**src/rtl/sram_seu_scan_ctrl_if.sv**
```systemverilog
// Bundle of control, status and SRAM *_init signals for the SEU scan engine.
// master = the scan engine, slave = the host / SRAM side.
interface sram_seu_scan_ctrl_if #(
    parameter int DATA_WIDTH = 8,
    parameter int ADDR_WIDTH = 8
);
    localparam int AW = ADDR_WIDTH - 2;

    // Control (host -> engine)
    logic                  start;
    logic                  abort;
    logic                  fill_en;
    logic                  scrub_en;
    logic [1:0]            pat_mode;
    logic [DATA_WIDTH-1:0] pat_seed;

    // Status (engine -> host)
    logic                  busy;
    logic                  done;
    logic [15:0]           err_count;
    logic                  first_err_valid;
    logic [AW-1:0]         first_err_addr;
    logic [DATA_WIDTH-1:0] first_err_data;

    // SRAM access (engine <-> SRAM mux)
    logic                  wclk_init;
    logic                  rclk_init;
    logic                  wr_enable_init;
    logic                  rd_enable_init;
    logic [AW-1:0]         waddr_init;
    logic [AW-1:0]         raddr_init;
    logic [DATA_WIDTH-1:0] mem_data_in_init;
    logic [DATA_WIDTH-1:0] mem_data_out_init;

    // Handshake: start/abort are single-cycle level samples on the rising
    // edge; done is a one-cycle pulse; read data is valid the cycle after
    // rd_enable_init.
    modport master (
        input  start, abort, fill_en, scrub_en, pat_mode, pat_seed, mem_data_out_init,
        output busy, done, err_count, first_err_valid, first_err_addr, first_err_data,
        output wclk_init, rclk_init, wr_enable_init, rd_enable_init,
        output waddr_init, raddr_init, mem_data_in_init
    );

    modport slave (
        output start, abort, fill_en, scrub_en, pat_mode, pat_seed, mem_data_out_init,
        input  busy, done, err_count, first_err_valid, first_err_addr, first_err_data,
        input  wclk_init, rclk_init, wr_enable_init, rd_enable_init,
        input  waddr_init, raddr_init, mem_data_in_init
    );
endinterface

```
**src/rtl/sram_seu_scan_ctrl.sv**
```systemverilog
// SEU pattern fill / readback scan engine for the DUT SRAM.
// Fills a pattern (optional), reads every word back, counts mismatches,
// logs the first one and optionally scrubs failing words.
module sram_seu_scan_ctrl #(
    parameter int DATA_WIDTH = 8,
    parameter int ADDR_WIDTH = 8
) (
    input  logic                 PCLK,
    input  logic                 PRESETN,
    sram_seu_scan_ctrl_if.master bus,
    output logic [2:0]           o_dbg_state
);
    localparam int AW = ADDR_WIDTH - 2;
    localparam logic [AW-1:0] LAST_ADDR = '1;   // DEPTH-1

    typedef enum logic [2:0] {
        S_IDLE  = 3'd0,
        S_FILL  = 3'd1,
        S_SCAN  = 3'd2,
        S_FLUSH = 3'd3,
        S_DONE  = 3'd4
    } state_t;

    state_t                r_state;
    state_t                w_next;

    logic [AW-1:0]         r_addr;
    logic                  r_flush;
    logic                  r_cfg_scrub;
    logic [1:0]            r_cfg_mode;
    logic [DATA_WIDTH-1:0] r_cfg_seed;

    // Read -> compare pipeline
    logic                  r_rd_d;
    logic [AW-1:0]         r_addr_d;
    logic [DATA_WIDTH-1:0] r_exp_d;
    logic                  r_mis;
    logic [AW-1:0]         r_mis_addr;
    logic [DATA_WIDTH-1:0] r_mis_exp;

    // Results
    logic [15:0]           r_err_count;
    logic                  r_fev;
    logic [AW-1:0]         r_fea;
    logic [DATA_WIDTH-1:0] r_fed;
    logic                  r_done;

    logic                  w_busy;
    logic                  w_start;
    logic                  w_abort;
    logic                  w_last;
    logic                  w_cmp_mis;
    logic                  w_scrub;
    logic [DATA_WIDTH-1:0] w_exp;
    logic                  w_wr_en;
    logic                  w_rd_en;
    logic [AW-1:0]         w_waddr;
    logic [AW-1:0]         w_raddr;
    logic [DATA_WIDTH-1:0] w_wdata;

    // Expected word for address a under the latched pattern configuration.
    function automatic logic [DATA_WIDTH-1:0] f_exp(
        input logic [1:0]            mode,
        input logic [DATA_WIDTH-1:0] seed,
        input logic [AW-1:0]         a
    );
        logic [DATA_WIDTH-1:0] v;
        case (mode)
            2'd0:    v = seed;
            2'd1:    v = a[0] ? ~seed : seed;
            2'd2:    v = seed ^ DATA_WIDTH'(a);
            default: v = ~seed;
        endcase
        return v;
    endfunction

    assign w_busy    = (r_state == S_FILL) || (r_state == S_SCAN) || (r_state == S_FLUSH);
    // abort beats start; start is only honoured when the engine is at rest.
    assign w_abort   = bus.abort && w_busy;
    assign w_start   = bus.start && !bus.abort && ((r_state == S_IDLE) || (r_state == S_DONE));
    assign w_last    = (r_addr == LAST_ADDR);
    assign w_exp     = f_exp(r_cfg_mode, r_cfg_seed, r_addr);
    // Results freeze on the abort edge, so an in-flight compare is dropped.
    assign w_cmp_mis = r_rd_d && (bus.mem_data_out_init != r_exp_d) && !w_abort;
    assign w_scrub   = r_mis && r_cfg_scrub && w_busy;

    // State register
    always_ff @(posedge PCLK or negedge PRESETN) begin
        if (!PRESETN) r_state <= S_IDLE;
        else          r_state <= w_next;
    end

    // Next-state logic
    always_comb begin
        w_next = r_state;
        case (r_state)
            S_IDLE, S_DONE: if (w_start) w_next = bus.fill_en ? S_FILL : S_SCAN;
            S_FILL:         if (w_last)  w_next = S_SCAN;
            S_SCAN:         if (w_last)  w_next = S_FLUSH;
            S_FLUSH:        if (r_flush) w_next = S_DONE;
            default:        w_next = S_IDLE;
        endcase
        if (w_abort) w_next = S_IDLE;
    end

    // SRAM port drive: fill writes, scan reads, scrub writes on the write port
    always_comb begin
        w_wr_en = 1'b0;
        w_rd_en = 1'b0;
        w_waddr = '0;
        w_raddr = '0;
        w_wdata = '0;
        case (r_state)
            S_FILL: begin
                w_wr_en = 1'b1;
                w_waddr = r_addr;
                w_wdata = w_exp;
            end
            S_SCAN: begin
                w_rd_en = 1'b1;
                w_raddr = r_addr;
            end
            default: ;
        endcase
        if (w_scrub) begin
            w_wr_en = 1'b1;
            w_waddr = r_mis_addr;
            w_wdata = r_mis_exp;
        end
    end

    // Address counter, flush counter and configuration latch
    always_ff @(posedge PCLK or negedge PRESETN) begin
        if (!PRESETN) begin
            r_addr      <= '0;
            r_flush     <= 1'b0;
            r_cfg_scrub <= 1'b0;
            r_cfg_mode  <= '0;
            r_cfg_seed  <= '0;
        end else if (w_abort) begin
            r_addr  <= '0;
            r_flush <= 1'b0;
        end else if (w_start) begin
            r_addr      <= '0;
            r_flush     <= 1'b0;
            r_cfg_scrub <= bus.scrub_en;
            r_cfg_mode  <= bus.pat_mode;
            r_cfg_seed  <= bus.pat_seed;
        end else begin
            case (r_state)
                S_FILL, S_SCAN: r_addr  <= w_last ? '0 : r_addr + AW'(1);
                S_FLUSH:        r_flush <= !r_flush;
                default:        ;
            endcase
        end
    end

    // Compare pipeline, error counting, first-error capture and done pulse
    always_ff @(posedge PCLK or negedge PRESETN) begin
        if (!PRESETN) begin
            r_rd_d      <= 1'b0;
            r_addr_d    <= '0;
            r_exp_d     <= '0;
            r_mis       <= 1'b0;
            r_mis_addr  <= '0;
            r_mis_exp   <= '0;
            r_err_count <= '0;
            r_fev       <= 1'b0;
            r_fea       <= '0;
            r_fed       <= '0;
            r_done      <= 1'b0;
        end else begin
            r_rd_d     <= (r_state == S_SCAN) && !w_abort;
            r_addr_d   <= r_addr;
            r_exp_d    <= w_exp;
            r_mis      <= w_cmp_mis;
            r_mis_addr <= r_addr_d;
            r_mis_exp  <= r_exp_d;
            r_done     <= (r_state == S_FLUSH) && r_flush && !w_abort;
            if (w_start) begin
                r_err_count <= '0;
                r_fev       <= 1'b0;
                r_fea       <= '0;
                r_fed       <= '0;
            end else if (w_cmp_mis) begin
                if (r_err_count != 16'hFFFF) r_err_count <= r_err_count + 16'd1;
                if (!r_fev) begin
                    r_fev <= 1'b1;
                    r_fea <= r_addr_d;
                    r_fed <= bus.mem_data_out_init;
                end
            end
        end
    end

    assign bus.busy             = w_busy;
    assign bus.done             = r_done;
    assign bus.err_count        = r_err_count;
    assign bus.first_err_valid  = r_fev;
    assign bus.first_err_addr   = r_fea;
    assign bus.first_err_data   = r_fed;
    assign bus.wclk_init        = PCLK;
    assign bus.rclk_init        = PCLK;
    assign bus.wr_enable_init   = w_wr_en;
    assign bus.rd_enable_init   = w_rd_en;
    assign bus.waddr_init       = w_waddr;
    assign bus.raddr_init       = w_raddr;
    assign bus.mem_data_in_init = w_wdata;
    assign o_dbg_state          = r_state;
endmodule

```
**src/flat_wrapper.sv**
```systemverilog
// flat-port wrapper written by rule: the top's interface ports become plain ports
module sram_seu_scan_ctrl_flat 
#(
    parameter int DATA_WIDTH = 8,
    parameter int ADDR_WIDTH = 8
)
  (PCLK, PRESETN, o_dbg_state, bus_start, bus_abort, bus_fill_en, bus_scrub_en, bus_pat_mode, bus_pat_seed, bus_mem_data_out_init, bus_busy, bus_done, bus_err_count, bus_first_err_valid, bus_first_err_addr, bus_first_err_data, bus_wclk_init, bus_rclk_init, bus_wr_enable_init, bus_rd_enable_init, bus_waddr_init, bus_raddr_init, bus_mem_data_in_init);
  sram_seu_scan_ctrl_if #(.DATA_WIDTH(DATA_WIDTH), .ADDR_WIDTH(ADDR_WIDTH)) bus_i ();
  input  logic PCLK;
  input  logic PRESETN;
  output logic [2:0] o_dbg_state;
  input wire logic [$bits(bus_i.start)-1:0] bus_start;
  input wire logic [$bits(bus_i.abort)-1:0] bus_abort;
  input wire logic [$bits(bus_i.fill_en)-1:0] bus_fill_en;
  input wire logic [$bits(bus_i.scrub_en)-1:0] bus_scrub_en;
  input wire logic [$bits(bus_i.pat_mode)-1:0] bus_pat_mode;
  input wire logic [$bits(bus_i.pat_seed)-1:0] bus_pat_seed;
  input wire logic [$bits(bus_i.mem_data_out_init)-1:0] bus_mem_data_out_init;
  output wire logic [$bits(bus_i.busy)-1:0] bus_busy;
  output wire logic [$bits(bus_i.done)-1:0] bus_done;
  output wire logic [$bits(bus_i.err_count)-1:0] bus_err_count;
  output wire logic [$bits(bus_i.first_err_valid)-1:0] bus_first_err_valid;
  output wire logic [$bits(bus_i.first_err_addr)-1:0] bus_first_err_addr;
  output wire logic [$bits(bus_i.first_err_data)-1:0] bus_first_err_data;
  output wire logic [$bits(bus_i.wclk_init)-1:0] bus_wclk_init;
  output wire logic [$bits(bus_i.rclk_init)-1:0] bus_rclk_init;
  output wire logic [$bits(bus_i.wr_enable_init)-1:0] bus_wr_enable_init;
  output wire logic [$bits(bus_i.rd_enable_init)-1:0] bus_rd_enable_init;
  output wire logic [$bits(bus_i.waddr_init)-1:0] bus_waddr_init;
  output wire logic [$bits(bus_i.raddr_init)-1:0] bus_raddr_init;
  output wire logic [$bits(bus_i.mem_data_in_init)-1:0] bus_mem_data_in_init;
  assign bus_i.start = bus_start;
  assign bus_i.abort = bus_abort;
  assign bus_i.fill_en = bus_fill_en;
  assign bus_i.scrub_en = bus_scrub_en;
  assign bus_i.pat_mode = bus_pat_mode;
  assign bus_i.pat_seed = bus_pat_seed;
  assign bus_i.mem_data_out_init = bus_mem_data_out_init;
  assign bus_busy = bus_i.busy;
  assign bus_done = bus_i.done;
  assign bus_err_count = bus_i.err_count;
  assign bus_first_err_valid = bus_i.first_err_valid;
  assign bus_first_err_addr = bus_i.first_err_addr;
  assign bus_first_err_data = bus_i.first_err_data;
  assign bus_wclk_init = bus_i.wclk_init;
  assign bus_rclk_init = bus_i.rclk_init;
  assign bus_wr_enable_init = bus_i.wr_enable_init;
  assign bus_rd_enable_init = bus_i.rd_enable_init;
  assign bus_waddr_init = bus_i.waddr_init;
  assign bus_raddr_init = bus_i.raddr_init;
  assign bus_mem_data_in_init = bus_i.mem_data_in_init;
  sram_seu_scan_ctrl #(.DATA_WIDTH(DATA_WIDTH), .ADDR_WIDTH(ADDR_WIDTH)) u_core (.PCLK(PCLK), .PRESETN(PRESETN), .bus(bus_i), .o_dbg_state(o_dbg_state));
endmodule
```
**config.mk**
```make
export PLATFORM = sky130hd
export DESIGN_NAME = sram_seu_scan_ctrl_flat
export DESIGN_NICKNAME = d
export VERILOG_FILES = /design/src/rtl/sram_seu_scan_ctrl_if.sv /design/src/rtl/sram_seu_scan_ctrl.sv /design/src/flat_wrapper.sv
export SDC_FILE = /design/constraint.sdc
export NUM_CORES = 1
export LEC_CHECK = 0
export ABC_CLOCK_PERIOD_IN_PS = 2600
export CAP_MARGIN = 20
export CELL_PAD_IN_SITES_DETAIL_PLACEMENT = 1
export CELL_PAD_IN_SITES_GLOBAL_PLACEMENT = 2
export CORE_ASPECT_RATIO = 0.8
export CORE_MARGIN = 3
export CORE_UTILIZATION = 32
export CTS_BUF_LIST = sky130_fd_sc_hd__clkbuf_16
export CTS_CLUSTER_DIAMETER = 100
export CTS_CLUSTER_SIZE = 16
export DETAILED_ROUTE_END_ITERATION = 7
export PLACE_DENSITY_LB_ADDON = 0.2
export SLEW_MARGIN = 10
export SYNTH_ARGS = -nofsm -noshare
export SYNTH_HDL_FRONTEND = slang
export SYNTH_SLANG_ARGS = --single-unit
```
**constraint.sdc**
```tcl
create_clock -name PCLK -period 2.6 [get_ports PCLK]
set_input_delay 0.26 -clock PCLK [delete_from_list [all_inputs] [get_ports PCLK]]
set_output_delay 0.26 -clock PCLK [all_outputs]
set_load 0.02 [all_outputs]
```
==> out/qor.txt <==
FF/Latch Area - 2080 um^2
largest net degree at the start of global routing - 84
Arrival @ worst endpoint - 2160 ps
Setup Buffers After CTS - 0
fmax - 413 MHz
Critical Path RT - 2340 ps
P per Cell Area - 773 nW/um^2
Final min period - 2420 ps
most common cell after layout, fill and taps aside - dfrtp_1
GR Layer Usage met2 - 27.2%
worst setup margin - 177 ps
Synth Cell Area - 3800 um^2
reg2reg setup slack - 380 ps
vias in the first global route - 3,383
RSZ-0062 raised after global routing - false
final number of setup-violating endpoints - 0
Reg2Reg Depth - 6
1st-iter DRT viols - 162
Die Ht - 104 um
register area share after synthesis - 54.6%
# port buffers - 83
synth top area cells - dfrtp_1, nand2_1, mux2i_1, xnor2_1, a22o_1
Synth Instances - 352
Seq cells post-synth - 83
drt via density - 5.23
post-route ant nets - 0
multi-input logic area - 1620 um^2
row count - 34
CP endpoint - bus_raddr_init[4]
grt ovf - 0
Ports - 84
vias - 3,115
CP max FO - 8
Slew @ Worst Pin - 542 ps
Setup CP Type - reg -> out
Mapped Avg Cell Area - 10.8 um^2
drt drc - 0
ant diodes - 0
reg2reg end - u_core.bus.err_count[12]$_DFFE_PN0P_
CP startpoint - u_core.o_dbg_state[1]$_DFFE_PN0P_
Area Overhead vs Synth - 38.7%
post-route cell area - 5280 um^2
CP Launch Type - flop
GRT Max-Usage Layer - met2
max-cap violations - 0
global-route wire length before repair - 18,300 um
Synth cell types - 53
Synth Flop Type - dfrtp_1
die width - 128 um
Async S/R FF share, synth - 100%
Lkg Pwr - 0.00243 uW
leading area contributor after synthesis - dfrtp_1
crit end category - output pin
final WL - 10,900 um
GPL Wtd Cong - 0.821
setup TNS - 0 ps
top cell type's share of synthesized area - 54.6%
Max VDD drop - 0.000874 V
gr usage total - 17.6%
Worst-path clk slew - 60 ps
core area - 11,200 um^2
HPWL after DPL - 7500 um
initial antenna violation count - 0
Max-Slew Margin vs Limit - 63.6%
worst reg2reg startpoint - u_core.bus.err_count[0]$_DFFE_PN0P_
Final #Nets - 473
area post-placement - 4830 um^2
share of cells above drive strength 1 - 12.2%
status - finished, final reports clean
met1 GRT Util - 23.7%
Starting Density - 33.9%
dpl ws - 357 ps
Final Hold Viols - 0
Setup Skew - 6.04 ps
die area - 13,200 um^2
fin. max-slew vios - 0
Skew-Pair Late Insertion Delay - 460 ps
leading cell types in the layout, fill and taps excluded - dfrtp_1, clkdlybuf4s50_1, nand2_1
Ys Warns - 0
CTS tree - built
met3 GRT Util - 4.94%
type of the most critical hold path - in -> async
ratio of final minimum period to clock period - 93.2%
fillcell total - 1,253
Post-synth EDFFs - 0
DRT Pass-1 Iters - 4
WL/cell - 18.2 um
Synth Net Count - 378
state kept, by name, summed over array words and instances (netlist names):
register / cells
u_core.bus.err_count: 16
u_core.bus.done: 1
u_core.r_addr_d: 6
u_core.r_rd_d: 1
u_core.r_mis_addr: 6
u_core.bus.first_err_data: 8
u_core.r_addr: 6
u_core.r_exp_d: 8
u_core.bus.first_err_addr: 6
u_core.r_flush: 1
u_core.o_dbg_state: 3
u_core.r_cfg_scrub: 1
u_core.r_mis_exp: 8
u_core.r_mis: 1
u_core.r_cfg_seed: 8
u_core.r_cfg_mode: 2
u_core.bus.first_err_valid: 1
Yosys cell counts, drive strengths merged, types with 5 or more instances:
cell type	count
or4	9
o21ai	12
a22o	14
a21oi	23
mux2i	16
and4	5
inv	5
nor2	23
nand3	9
buf	11
clkbuf	9
nand2	49
dfrtp	83
o31ai	8
xnor2	15
and2	8
stage by stage:
| stage | hold WS [ps] | utilization, % | power [uW] | cells |
|---|---|---|---|---|
| after floorplan | -35.6 | - | 2140 | 352 |
| after global placement | 359 | 43.0 | 2490 | 574 |
| after detailed placement | 363 | 43.0 | 2500 | 574 |
| after CTS | 35.0 | 46.6 | 4140 | 594 |
| after global routing | 268 | 47.0 | 4290 | 596 |
| final | 247 | 47.0 | 4080 | 596 |
final cells by class:
type                            instances  share of cell area (%)
Clock inverter                          7                    1.47
Sequential cell                        83                    39.4
Timing Repair Buffer                   98                    18.2
Tap cell                              144                    3.42
Clock buffer                           15                    6.55
Multi-Input combinational cell        244                    30.6
Inverter                                5                   0.356
routing by layer:
metal	vias to the layer above	part of all wire, %
met3	12	5.3
met1	1569	47
met5	-	0
met2	80	46
li1	1454	-
met4	0	1.3
report_power, final:
group | leakage [uW] | total (uW) | switching [uW] | internal (uW)
clock network | 0.000191 | 1700 | 637 | 1060
logic | 0.00113 | 716 | 399 | 316
registers | 0.00110 | 1660 | 152 | 1510
cell families (layout without fill, tap and decap cells):
group,Yosys count,count (layout),share of synthesized area [%]
adder cells (fa/ha/maj),2,2,0.658
buffers and inverters,25,125,3.52
XOR/XNOR,19,19,4.38
multiplexers,16,16,4.21
flip-flops,83,83,54.6
AO/OA/AOI/OAI,80,80,15.6
AND/OR/NAND/NOR,127,127,17.0
worst min path at each step:
| stage | start | slack [ps] | end |
|---|---|---|---|
| floorplan | PRESETN | -40 | u_core.bus.done$_DFF_PN0_ |
| global placement | u_core.r_addr_d[2]$_DFF_PN0_ | 360 | u_core.r_mis_addr[2]$_DFF_PN0_ |
| detailed placement | u_core.r_addr_d[3]$_DFF_PN0_ | 360 | u_core.r_mis_addr[3]$_DFF_PN0_ |
| CTS | PRESETN | 40 | u_core.bus.done$_DFF_PN0_ |
| global route | PRESETN | 270 | u_core.r_mis_addr[1]$_DFF_PN0_ |
| finish | PRESETN | 250 | u_core.r_mis_addr[1]$_DFF_PN0_ |
critical path, cell delays in order, from the launching register on:
cell and delay, ps:
dfrtp_1 430, inv_1 190, nor3_4 300, and2_1 180, clkdlybuf4s50_1 610
timing repair:
action                     4_1_cts  5_1_grt
hold endpoints to repair         0       21
gates resized for setup         17        2
hold buffers                     0        1
setup endpoints to repair       20        6
gates cloned                     0        0
Note: power is estimated with default switching activity, not from simulation.
